`src/rtl/pulse_train_pkg.sv`:
```
// Shared types and default widths for the pulse train generator.
package pulse_train_pkg;
   localparam int unsigned CNT_W_DEF = 8;
   localparam int unsigned NUM_W_DEF = 8;

   typedef enum logic [1:0] {
      IDLE = 2'd0,
      HIGH = 2'd1,
      LOW  = 2'd2
   } ptg_state_e;
endpackage

```
`src/rtl/phase_down_counter.sv`:
```
// Loadable saturating down-counter that times one high or low phase.
module phase_down_counter
   import pulse_train_pkg::*;
#(
   parameter int unsigned CNT_W = CNT_W_DEF
) (
   input  logic             clk,
   input  logic             reset,
   input  logic             load,
   input  logic             en,
   input  logic [CNT_W-1:0] load_val,
   output logic             zero
);
   localparam logic [CNT_W-1:0] ONE = CNT_W'(1);

   logic [CNT_W-1:0] cnt;

   always_ff @(posedge clk) begin
      if (reset) begin
         cnt <= '0;
      end else if (load) begin
         cnt <= load_val;
      end else if (en && (cnt != '0)) begin
         cnt <= cnt - ONE;
      end
   end

   assign zero = (cnt == '0);
endmodule

```
`src/rtl/pulse_train_gen.sv`:
```
// Generates P pulses of H' cycles high and L' cycles low on a registered output,
// with valid/ready request handshake, abort, and a one-cycle done strobe.
module pulse_train_gen
   import pulse_train_pkg::*;
#(
   parameter int unsigned CNT_W = CNT_W_DEF,
   parameter int unsigned NUM_W = NUM_W_DEF
) (
   input  logic             clk,
   input  logic             reset,
   input  logic             start_i,
   output logic             ready_o,
   input  logic [CNT_W-1:0] high_cycles_i,
   input  logic [CNT_W-1:0] low_cycles_i,
   input  logic [NUM_W-1:0] num_pulses_i,
   input  logic             abort_i,
   output logic             wave_o,
   output logic             busy_o,
   output logic             done_o
);
   localparam logic [CNT_W-1:0] ONE_C = CNT_W'(1);
   localparam logic [NUM_W-1:0] ONE_N = NUM_W'(1);

   ptg_state_e       state, state_nxt;
   logic             wave_q, wave_nxt;
   logic             done_q, done_nxt;
   logic [CNT_W-1:0] h_len, h_len_nxt;
   logic [CNT_W-1:0] l_len, l_len_nxt;
   logic [NUM_W-1:0] rem, rem_nxt;
   logic             ph_load, ph_en, ph_zero;
   logic [CNT_W-1:0] ph_load_val;
   logic [CNT_W-1:0] h_req, l_req;

   // Zero-length phases are stretched to one cycle so every edge is observable.
   assign h_req = (high_cycles_i == '0) ? ONE_C : high_cycles_i;
   assign l_req = (low_cycles_i  == '0) ? ONE_C : low_cycles_i;

   phase_down_counter #(.CNT_W(CNT_W)) u_phase (
      .clk      (clk),
      .reset    (reset),
      .load     (ph_load),
      .en       (ph_en),
      .load_val (ph_load_val),
      .zero     (ph_zero)
   );

   always_ff @(posedge clk) begin
      if (reset) begin
         state  <= IDLE;
         wave_q <= 1'b0;
         done_q <= 1'b0;
         h_len  <= '0;
         l_len  <= '0;
         rem    <= '0;
      end else begin
         state  <= state_nxt;
         wave_q <= wave_nxt;
         done_q <= done_nxt;
         h_len  <= h_len_nxt;
         l_len  <= l_len_nxt;
         rem    <= rem_nxt;
      end
   end

   always_comb begin
      state_nxt   = state;
      wave_nxt    = wave_q;
      done_nxt    = 1'b0;
      h_len_nxt   = h_len;
      l_len_nxt   = l_len;
      rem_nxt     = rem;
      ph_load     = 1'b0;
      ph_en       = 1'b0;
      ph_load_val = '0;

      case (state)
         IDLE: begin
            wave_nxt = 1'b0;
            if (start_i) begin
               h_len_nxt = h_req;
               l_len_nxt = l_req;
               rem_nxt   = num_pulses_i;
               if (num_pulses_i == '0) begin
                  done_nxt = 1'b1;
               end else begin
                  state_nxt   = HIGH;
                  wave_nxt    = 1'b1;
                  ph_load     = 1'b1;
                  ph_load_val = h_req - ONE_C;
               end
            end
         end
         HIGH, LOW: begin
            if (abort_i) begin
               state_nxt = IDLE;
               wave_nxt  = 1'b0;
               h_len_nxt = '0;
               l_len_nxt = '0;
               rem_nxt   = '0;
               ph_load   = 1'b1;
            end else if (!ph_zero) begin
               ph_en = 1'b1;
            end else if (state == HIGH) begin
               state_nxt   = LOW;
               wave_nxt    = 1'b0;
               ph_load     = 1'b1;
               ph_load_val = l_len - ONE_C;
            end else if (rem > ONE_N) begin
               rem_nxt     = rem - ONE_N;
               state_nxt   = HIGH;
               wave_nxt    = 1'b1;
               ph_load     = 1'b1;
               ph_load_val = h_len - ONE_C;
            end else begin
               state_nxt = IDLE;
               done_nxt  = 1'b1;
               rem_nxt   = '0;
            end
         end
         default: begin
            state_nxt = IDLE;
            wave_nxt  = 1'b0;
         end
      endcase
   end

   assign ready_o = (state == IDLE);
   assign busy_o  = (state == HIGH) || (state == LOW);
   assign wave_o  = wave_q;
   assign done_o  = done_q;
endmodule

```
`config.mk`:
```
export PLATFORM = sky130hd
export DESIGN_NAME = pulse_train_gen
export DESIGN_NICKNAME = d
export VERILOG_FILES = /design/src/rtl/pulse_train_pkg.sv /design/src/rtl/phase_down_counter.sv /design/src/rtl/pulse_train_gen.sv
export SDC_FILE = /design/constraint.sdc
export NUM_CORES = 1
export LEC_CHECK = 0
export ABC_CLOCK_PERIOD_IN_PS = 3170
export CELL_PAD_IN_SITES_DETAIL_PLACEMENT = 1
export CELL_PAD_IN_SITES_GLOBAL_PLACEMENT = 1
export CORE_ASPECT_RATIO = 0.7
export CORE_MARGIN = 4
export CORE_UTILIZATION = 25
export DETAILED_ROUTE_END_ITERATION = 6
export PLACE_DENSITY = 0.54
export SYNTH_ARGS = -nofsm -noshare
export SYNTH_HDL_FRONTEND = slang
export SYNTH_SLANG_ARGS = --single-unit
```
`constraint.sdc`:
```
create_clock -name clk -period 3.17 [get_ports clk]
set_input_delay 0.634 -clock clk [delete_from_list [all_inputs] [get_ports clk]]
set_output_delay 0.634 -clock clk [all_outputs]
set_load 0.01 [all_outputs]
```
======== Yosys cells after proc, flatten, opt, wreduce, memory -nomap -nowiden ========
Cells that the tools add are included.
storage, ports and cells
  register bits after elaboration ......... 36
operators by class
  add/subtract/negate cells ............... 5
  order comparisons ....................... 1
  equal/unequal tests ..................... 8
  multiplexer cells ....................... 51
  reduce and logical (&&, ||, !) cells .... 15
operator list
  kind                                                                              number
  8-bit two-way mux                                                                 18
  8-bit case mux with 2 select lines                                                4
  8-bit by 1-bit subtractor with 8-bit output (second input constant)               5
  8-bit zero test                                                                   4
  1-bit two-way mux                                                                 20
  2-bit two-way mux                                                                 5
  8-bit by 1-bit greater-than comparator with 1-bit output (second input constant)  1
  8-bit nonzero test                                                                1
  2-bit != test (second input constant)                                             3
  3-bit != test (second input constant)                                             2
  1-bit case mux with 2 select lines                                                3
  3-bit AND reduction                                                               2
  4-bit != test (second input constant)                                             1
  2-bit case mux with 2 select lines                                                1
  4-bit AND reduction                                                               1
  2-bit nonzero test                                                                2
  2-bit by 1-bit == test with 1-bit output (second input constant)                  1
  2-bit == test (second input constant)                                             1
  2-bit zero test                                                                   1
  2-bit AND reduction                                                               1
  2-bit OR reduction                                                                1
  1-bit logical AND                                                                 1
  1-bit logical OR                                                                  1

======== Logic depth before layout (Yosys ltp) ========
Gate-level depths: netlist of run 1.
  depth after elaboration ................. 7
  depth in mapped cells ................... 9
  mapped depth without buffers ............ 7

======== Cells and area by module ========
From an unflattened synthesis of run 1, not the netlist that was laid out.
second synthesis, totals
  cell total of the unflattened synthesis .. 312
  area, all modules ....................... 2501.1 um^2
modules (own cells, without submodules)
  module              instances  cells an instance  area each (um^2)
  pulse_train_gen     1          253                1985.7
  phase_down_counter  1          59                 515.5

======== Worst setup path after synthesis of run 1 ========
Ideal clock, no wire load.
  kind .................................... input to register
  from .................................... input num_pulses_i[4]
  to ...................................... register u_phase.cnt[1]
  setup time .............................. 0.119 ns
  arrival time ............................ 2.347 ns
  setup slack ............................. 0.704 ns
  cell stages on the path ................. 6
  path through ............................ or4_1 > o21bai_2 > o311ai_2 > and2_1 > buf_2 > o221a_2
between the ends
  longest elaborated chain between the ends .. 5
  elaborated cells on any way between the ends .. 9
  those cells by class .................... 7 x mux; 2 x reduce/logical
RTL lines
  element                                                                                          line                      RTL
  start: declaration                                                                               pulse_train_gen.sv:15     input logic [NUM_W-1:0] num_pulses_i,
  8-bit zero test *                                                                                pulse_train_gen.sv:83     if (num_pulses_i == '0) begin
  8-bit two-way mux / 1-bit two-way mux (equally long branches)                                    pulse_train_gen.sv:83
  8-bit two-way mux / 1-bit two-way mux (equally long branches)                                    pulse_train_gen.sv:79     if (start_i) begin
  8-bit case mux with 2 select lines / 1-bit case mux with 2 select lines (equally long branches)  pulse_train_gen.sv:76     case (state)
  8-bit two-way mux / 2-bit nonzero test (equally long branches)                                   -
  end signal: assignment                                                                           phase_down_counter.sv:22  cnt <= load_val;
  end signal: assignment                                                                           phase_down_counter.sv:24  cnt <= cnt - ONE;
  end: declaration                                                                                 phase_down_counter.sv:16  logic [CNT_W-1:0] cnt;
Every way passes the cells marked *; elsewhere a longest branch is shown, timed or not.
A chain may end at the register's enable or synchronous reset.

======== Final worst setup path of run 1 ========
Ends and elaborated chain as after synthesis.

==> run metrics, run 1 <==
outcome=complete, no violations; ratio of routed vias to standard cells=between 5 and 6; top cells by count, synth=nor2_1 (41), dfxtp_1 (36), a21oi_1 (32), o21ai_0 (20), inv_1 (16); total number of placement rows=29; Initial Utilization=between 20% and 30%; top-count cell post-synth=nor2_1; count of warnings emitted by yosys=0; clock skew=around 0.0086 ns; buffer cell driving the clock tree root=clkbuf_16; IO buf count=31; FMAX=a little under 400 MHz; antenna diode count=0; cts-stage hold buffer count=0; EDFF count, synth=0; number of filler instances in the final layout=1,141; Final GP Congestion=between 0.7 and 0.8; most used flip-flop cell after synthesis=dfxtp_1; Leak Pwr=1.099 nW; transition at the pin with the smallest max-transition slack=0.8246 ns; average wire per standard cell=around 17 µm; first drt pass iteration count=4; routed metal-1 wirelength=roughly 4.4 mm; clock slew at the register clock pins of the worst setup and hold paths=approximately 0.060 ns; total overflow reported by the global router=0; Worst Path Arrival=2.71 ns; gate count after technology mapping=311; top metal layer carrying routed signals=met4; met3 WL=~220 µm; worst-case clock buffer depth=2; met2 wire length=around 3.3 mm; clk sink count=36; number of nets in the final layout=slightly below 400; mean post-synth cell area=7.745 µm²; synth top area cells=dfxtp_1 (30%), a21oi_1 (6.6%), nor2_1 (6.4%), a22oi_1 (4.7%), ha_1 (4.7%); detailed-route via count=2,483; kind of end point of the critical path=register; gate family responsible for the most delay along the worst path=simple AND/OR/NAND/NOR gates; Worst VDD drop=0.2775 mV; Slew Viols, Final=0; flops & latches, synth=36; Crit Path Category=in2reg; number of antenna violations at the first check in global routing=0; insertion delay of the later-clocked pin in the worst-skew pair=around 0.28 ns; shortest clock period the worst path allows after layout=around 2.5 ns; series of cell instances along the critical path=clkdlybuf4s50_1, or4_1, o21bai_2, o311ai_2, and2_1, o221a_2; global router's overall resource usage=between 10 and 15%; 1st-iter DRT viols=94; wire length of the first global-routing pass=roughly 13 mm; CTS tree=yes; area of the die=11,290 µm²; biggest cell delay along the critical path=around 0.60 ns; cell with the largest stage delay on the worst path=or4_1; areal power density over the cells=~970 nW/µm²; final wirelength=8.044 mm; post-CTS setup buffer count=0; sequential cell area fraction in the yosys report=29.92%; fraction of final layout cells with drive strength greater than 1=under 10%; I/O pin total=32; startpoint type of the worst setup path=input pin; cell area after synthesis=2409 µm²; RSZ-0062 raised after global routing=no; die span in x=about 130 µm; Final setup viols=0; area added between synthesis and finish=26.70%; Post-route DRC=0; proportion of netlist area held by the largest area contributor=around 30%; via count of the first global-routing pass=between 2k and 3k; class of the worst hold path=reg2reg; period utilization=approximately four fifths; area of the core=between 9000 and 10,000 µm²; number of distinct standard cells referenced by the synthesized netlist=48; placed wire-length estimate after detailed placement=about 6.3 mm; post_cts resized=0; TNS Setup=0 ns; number of nets still failing antenna checks after routing=0; async set-or-reset flop fraction in the synthesized netlist=0%; total buffers and inverters traversed by the critical path=1; Cell Count, Final, Fillers Out=roughly 470; number of levels the H-tree was split into=2; headroom to the max-slew limit=between 40% and 50%; CP Data Required Time=3.35 ns; Placed Cells incl. Taps=465; CP max FO=8; total of max-cap violations=0; number of buffers added by the clock tree synthesis step=5; Chip Height=~90 µm; largest net degree at the start of global routing=20; net count after synthesis=348; Final Hold Violating Endpoints=0; post-synth top area cell=dfxtp_1
==> cells in the final DEF, fill, tap and decap left out, types with 3 or more instances in the layout <==
cell type        netlist  routed
a211oi_1               8       8
a21oi_1               32      32
o22ai_1                4       4
o21ai_0               20      20
o31ai_1                4       4
a311oi_1               4       4
xnor2_1               12      12
nor2b_1                3       3
o211ai_1               6       6
nor3_1                 9       9
nor4_1                 6       6
clkdlybuf4s50_1        0      31
clkbuf_16              0       5
nor2_1                41      41
ha_1                   9       9
inv_1                 16      16
or3_1                  9       9
or4_1                 10      10
buf_4                  0      11
a22oi_1               15      15
dfxtp_1               36      36
nand2_1               15      15
nand2b_1               5       5
==> through the flow <==
stage                     util (%)  area (µm²)  total power, W  worst slack, ns  hold slack, ns
after floorplan                  -        2409        0.001907           0.7040          0.4614
after global routing         33.11        3052        0.003216           0.4973          0.5260
final                        33.11        3052        0.002953           0.6379          0.5015
after detailed placement     31.48        2902        0.002448           0.3630          0.4939
after global placement       31.48        2902        0.002443           0.4286          0.4860
after CTS                    33.11        3052        0.002975           0.6366          0.5015
==> per-layer routing <==
metal | vias up | global-route usage, %
met5 | - | 0
met4 | 0 | 3.610
met3 | 9 | 3.081
met2 | 31 | 21.38
met1 | 1196 | 21.67
li1 | 1247 | -
==> report_power, final <==
group	switching (W)	internal (W)	total (W)	leakage (nW)
clock	0.000196	0.000313	0.000509	0.0701
sequential	0.000156	0.000591	0.000748	0.296
combinational	0.000983	0.000713	0.00170	0.733
==> worst paths after layout <==
path | from | endpoint | slack (ns) | cells after the start
hold / removal | rem[6] | rem[6] | 0.50 | 2
hold reg to reg | rem[6] | rem[6] | 0.50 | 2
setup reg to reg | u_phase.cnt[1] | rem[1] | 0.64 | 7
setup / recovery | num_pulses_i[4] | u_phase.cnt[1] | 0.64 | 6
==> cell type report <==
class / count / area (µm²) / area share, %
multi-input combinational: 246 / 1569 / 51.41
inverter: 17 / 63.81 / 2.091
clock inverter: 1 / 7.507 / 0.2460
clock buffer: 7 / 142.6 / 4.674
tap: 124 / 155.1 / 5.084
sequential: 36 / 720.7 / 23.62
timing repair buffer: 42 / 392.9 / 12.87
==> cell families after synthesis <==
logic type               count (synthesis)  share of synthesized area, %
AO/OA/AOI/OAI                          111                         30.65
XOR/XNOR                                14                         5.091
AND/OR/NAND/NOR                        110                         23.90
buffers and inverters                   29                         4.935
flip-flops                              36                         29.92
adder cells (fa/ha/maj)                  9                         4.675
multiplexers                             2                        0.8312
==> registers in the layout, indices dropped and copies added, names as in the netlist <==
signal / cells
h_len: 8
done_o: 1
rem: 8
wave_o: 1
u_phase.cnt: 8
state: 2
l_len: 8
==> worst min-delay path, stage by stage (launching register included) <==
cell	delay (ns)
dfxtp_1	0.32
o21ai_0	0.07
a21oi_1	0.06
Note: power is estimated with default switching activity, not from simulation.
==> run 2: changes to the inputs <==
--- a/config.mk
+++ b/config.mk
@@ -5,14 +5,14 @@
 export SDC_FILE = /design/constraint.sdc
 export NUM_CORES = 1
 export LEC_CHECK = 0
-export ABC_CLOCK_PERIOD_IN_PS = 3170
+export ABC_CLOCK_PERIOD_IN_PS = 2300
 export CELL_PAD_IN_SITES_DETAIL_PLACEMENT = 1
 export CELL_PAD_IN_SITES_GLOBAL_PLACEMENT = 1
 export CORE_ASPECT_RATIO = 0.7
 export CORE_MARGIN = 4
 export CORE_UTILIZATION = 25
 export DETAILED_ROUTE_END_ITERATION = 6
-export PLACE_DENSITY = 0.54
+export PLACE_DENSITY = 0.56
 export SYNTH_ARGS = -nofsm -noshare
 export SYNTH_HDL_FRONTEND = slang
 export SYNTH_SLANG_ARGS = --single-unit
==> constraint.sdc (replaced) <==
create_clock -name clk -period 2.3 [get_ports clk]
set_input_delay 0.46 -clock clk [delete_from_list [all_inputs] [get_ports clk]]
set_output_delay 0.46 -clock clk [all_outputs]
set_load 0.01 [all_outputs]
==> run 2 against run 1 <==
Effect of this change:
- register-to-register slack worse by 0.53 ns
- clock skew down 0.0029 ns
- sequential cell count is the same
- critical path depth is the same
- clock power increased by 38%
- utilization up 3.3 points
- die area unchanged
- hold slack worse by 0.0038 ns
- non-clock buffer count is 33 higher
- critical path type unchanged
- largest power group unchanged
==> run metrics, run 2 (same netlist as run 1, synthesis figures left out) <==
area of the core=9216 µm² (unchanged); total of max-cap violations=0 (unchanged); class of the worst hold path=reg2reg; die span in x=125.3 µm (unchanged); clock skew=0.005730 ns (-0.002860 ns); outcome=complete, no violations; largest net degree at the start of global routing=37 (+85%); first drt pass iteration count=4 (unchanged); CP Data Required Time=2.47 ns (-0.88 ns); headroom to the max-slew limit=70.59% (+26 points); fraction of final layout cells with drive strength greater than 1=18.32% (+11 points); sequential group share of total power=23.3% (-2.0 points); shortest clock period the worst path allows after layout=2.197 ns; Final GP Congestion=0.8142 (+2.5%); Final Hold Violating Endpoints=0 (unchanged); average wire per standard cell=16.62 µm (-2.3%); clock slew at the register clock pins of the worst setup and hold paths=0.06 ns (about the same); internal power summed over all cells=0.002432 W (+50%); 1st-iter DRT viols=105 (+12%); detailed-route via count=2,596 (+4.6%); P_sw=0.001919 W (+44%); CTS tree=yes; cell depth of the worst hold path=2 (unchanged); leading cell types in the layout, fill and taps excluded=buf_4 (43), nor2_1 (39), dfxtp_1 (34); I/O pin total=32 (unchanged); antenna diode count=0 (unchanged); total power consumption of the routed design=0.004351 W (+47%); worst-case reg-to-reg path depth=7 (unchanged); Post-route DRC=0 (unchanged); Final setup viols=0 (unchanged); Worst Path Arrival=2.37 ns (-0.34 ns); hold path startpoint=rem[6]; clk sink count=36 (unchanged); Slew Viols, Final=0 (unchanged); total number of placement rows=29 (unchanged); final wirelength=8.410 mm (+4.5%); Crit Path Category=in2reg; placed wire-length estimate after detailed placement=6.531 mm (+3.4%); areal power density over the cells=1298 nW/µm² (+34%); endpoint of the lowest-slack register-to-register path=rem[3]; total overflow reported by the global router=0 (unchanged); Clk network pwr share=16.1% (-1.1 points); via count of the first global-routing pass=2,608 (+3.2%); number of nets still failing antenna checks after routing=0 (unchanged); number of buffers added by the clock tree synthesis step=5 (unchanged); Comb power frac=60.6% (+3.2 points); global router's overall resource usage=15.30% (+0.69 points); final worst hold slack=0.4976 ns (-0.003845 ns); RSZ-0062 raised after global routing=no; Initial Utilization=26.13% (unchanged); wire length of the first global-routing pass=14.02 mm (+4.4%); number of levels the H-tree was split into=2 (unchanged); setup slack of the worst register-to-register path=0.11 ns (-0.53 ns); number of nets in the final layout=418 (+8.6%); period utilization=around 96%; buffer cell driving the clock tree root=clkbuf_16; hold-critical path endpoint=rem[6]; most frequent standard cell in the layout excluding fill and tap cells=buf_4; IO buf count=31 (unchanged); switching share of total power=44.10% (-1.1 points); CP max FO=8 (unchanged); kind of end point of the critical path=register; number of antenna violations at the first check in global routing=0 (unchanged); area added between synthesis and finish=39.22%; Leak Pwr=1.285 nW (+17%); Worst VDD drop=0.4189 mV (+51%); Chip Height=90.12 µm (unchanged); startpoint type of the worst setup path=input pin; insertion delay of the later-clocked pin in the worst-skew pair=0.28 ns (about the same); transition at the pin with the smallest max-transition slack=0.4386 ns (-0.3861 ns); worst flop-to-flop path startpoint=u_phase.cnt[3]; FMAX=roughly 460 MHz; worst-case clock buffer depth=2 (unchanged); number of filler instances in the final layout=1,150 (+0.79%); ratio of routed vias to standard cells=5.130 (-2.3%); area of the die=11,290 µm² (unchanged)
==> run 2: worst max path at each step <==
stage,cells after the start,startpoint,end,slack (ns)
final,6,num_pulses_i[4],u_phase.cnt[1],0.10
after global routing,6,num_pulses_i[4],u_phase.cnt[1],0.01
after CTS,6,num_pulses_i[4],u_phase.cnt[1],0.03
after detailed placement,6,num_pulses_i[4],u_phase.cnt[1],-0.27
after global placement,6,num_pulses_i[4],u_phase.cnt[1],-0.23
after floorplan,6,num_pulses_i[4],u_phase.cnt[1],0.006
==> run 2: layer usage <==
| metal | track usage, % | up-vias | wire (µm) |
|---|---|---|---|
| met1 | 24.06 | 1253 | 4653 |
| met3 | 2.370 | 7 | 295 |
| li1 | - | 1302 | - |
| met2 | 21.33 | 34 | 3376 |
| met5 | 0 | - | 0 |
| met4 | 3.791 | 0 | 84 |
==> run 2: worst max-delay path, cell delays in order <==
cell	delay, ns
clkdlybuf4s50_1	0.43
or4_4	0.58
o21bai_4	0.21
a21oi_1	0.11
and2_1	0.27
o221a_2	0.31
==> run 2: area by class of cell <==
cell class | count | area [µm²] | share of cell area, %
clock buffer | 8 | 146.4 | 4.366
inverter | 17 | 63.81 | 1.903
multi-input combinational | 246 | 1609 | 47.98
sequential | 36 | 723.2 | 21.57
tap | 124 | 155.1 | 4.627
timing repair buffer | 75 | 655.6 | 19.55
==> run 2: power by group through the flow <==
| stage | clock network, W | logic, W | registers [W] |
|---|---|---|---|
| 5_1_grt | 0.000744 | 0.00294 | 0.00105 |
| 3_5_place_dp | 0 | 0.00259 | 0.00103 |
| 2_1_floorplan | 0 | 0.00172 | 0.000981 |
| 3_3_place_gp | 0 | 0.00256 | 0.00102 |
| 6_report | 0.000700 | 0.00264 | 0.00102 |
| 4_1_cts | 0.000714 | 0.00261 | 0.00102 |
==> run 2: through the flow <==
stage	area (µm²)	instances	setup WS, ns	utilization (%)	setup TNS, ns
after floorplan	2434	311	0.005607	-	0
after global placement	3177	498	-0.2288	34.47	-1.130
after detailed placement	3177	498	-0.2654	34.47	-1.555
after CTS	3323	506	0.02680	36.06	0
after global routing	3353	506	0.01069	36.38	0
final	3353	506	0.1034	36.38	0
==> run 2: repair_timing <==
action / CTS / global route
hold endpoints to repair: 0 / 0
resized for setup: 0 / 9
hold buffers: 0 / 0
endpoints found under the setup margin: 0 / 10
buffers inserted: 0 / 0
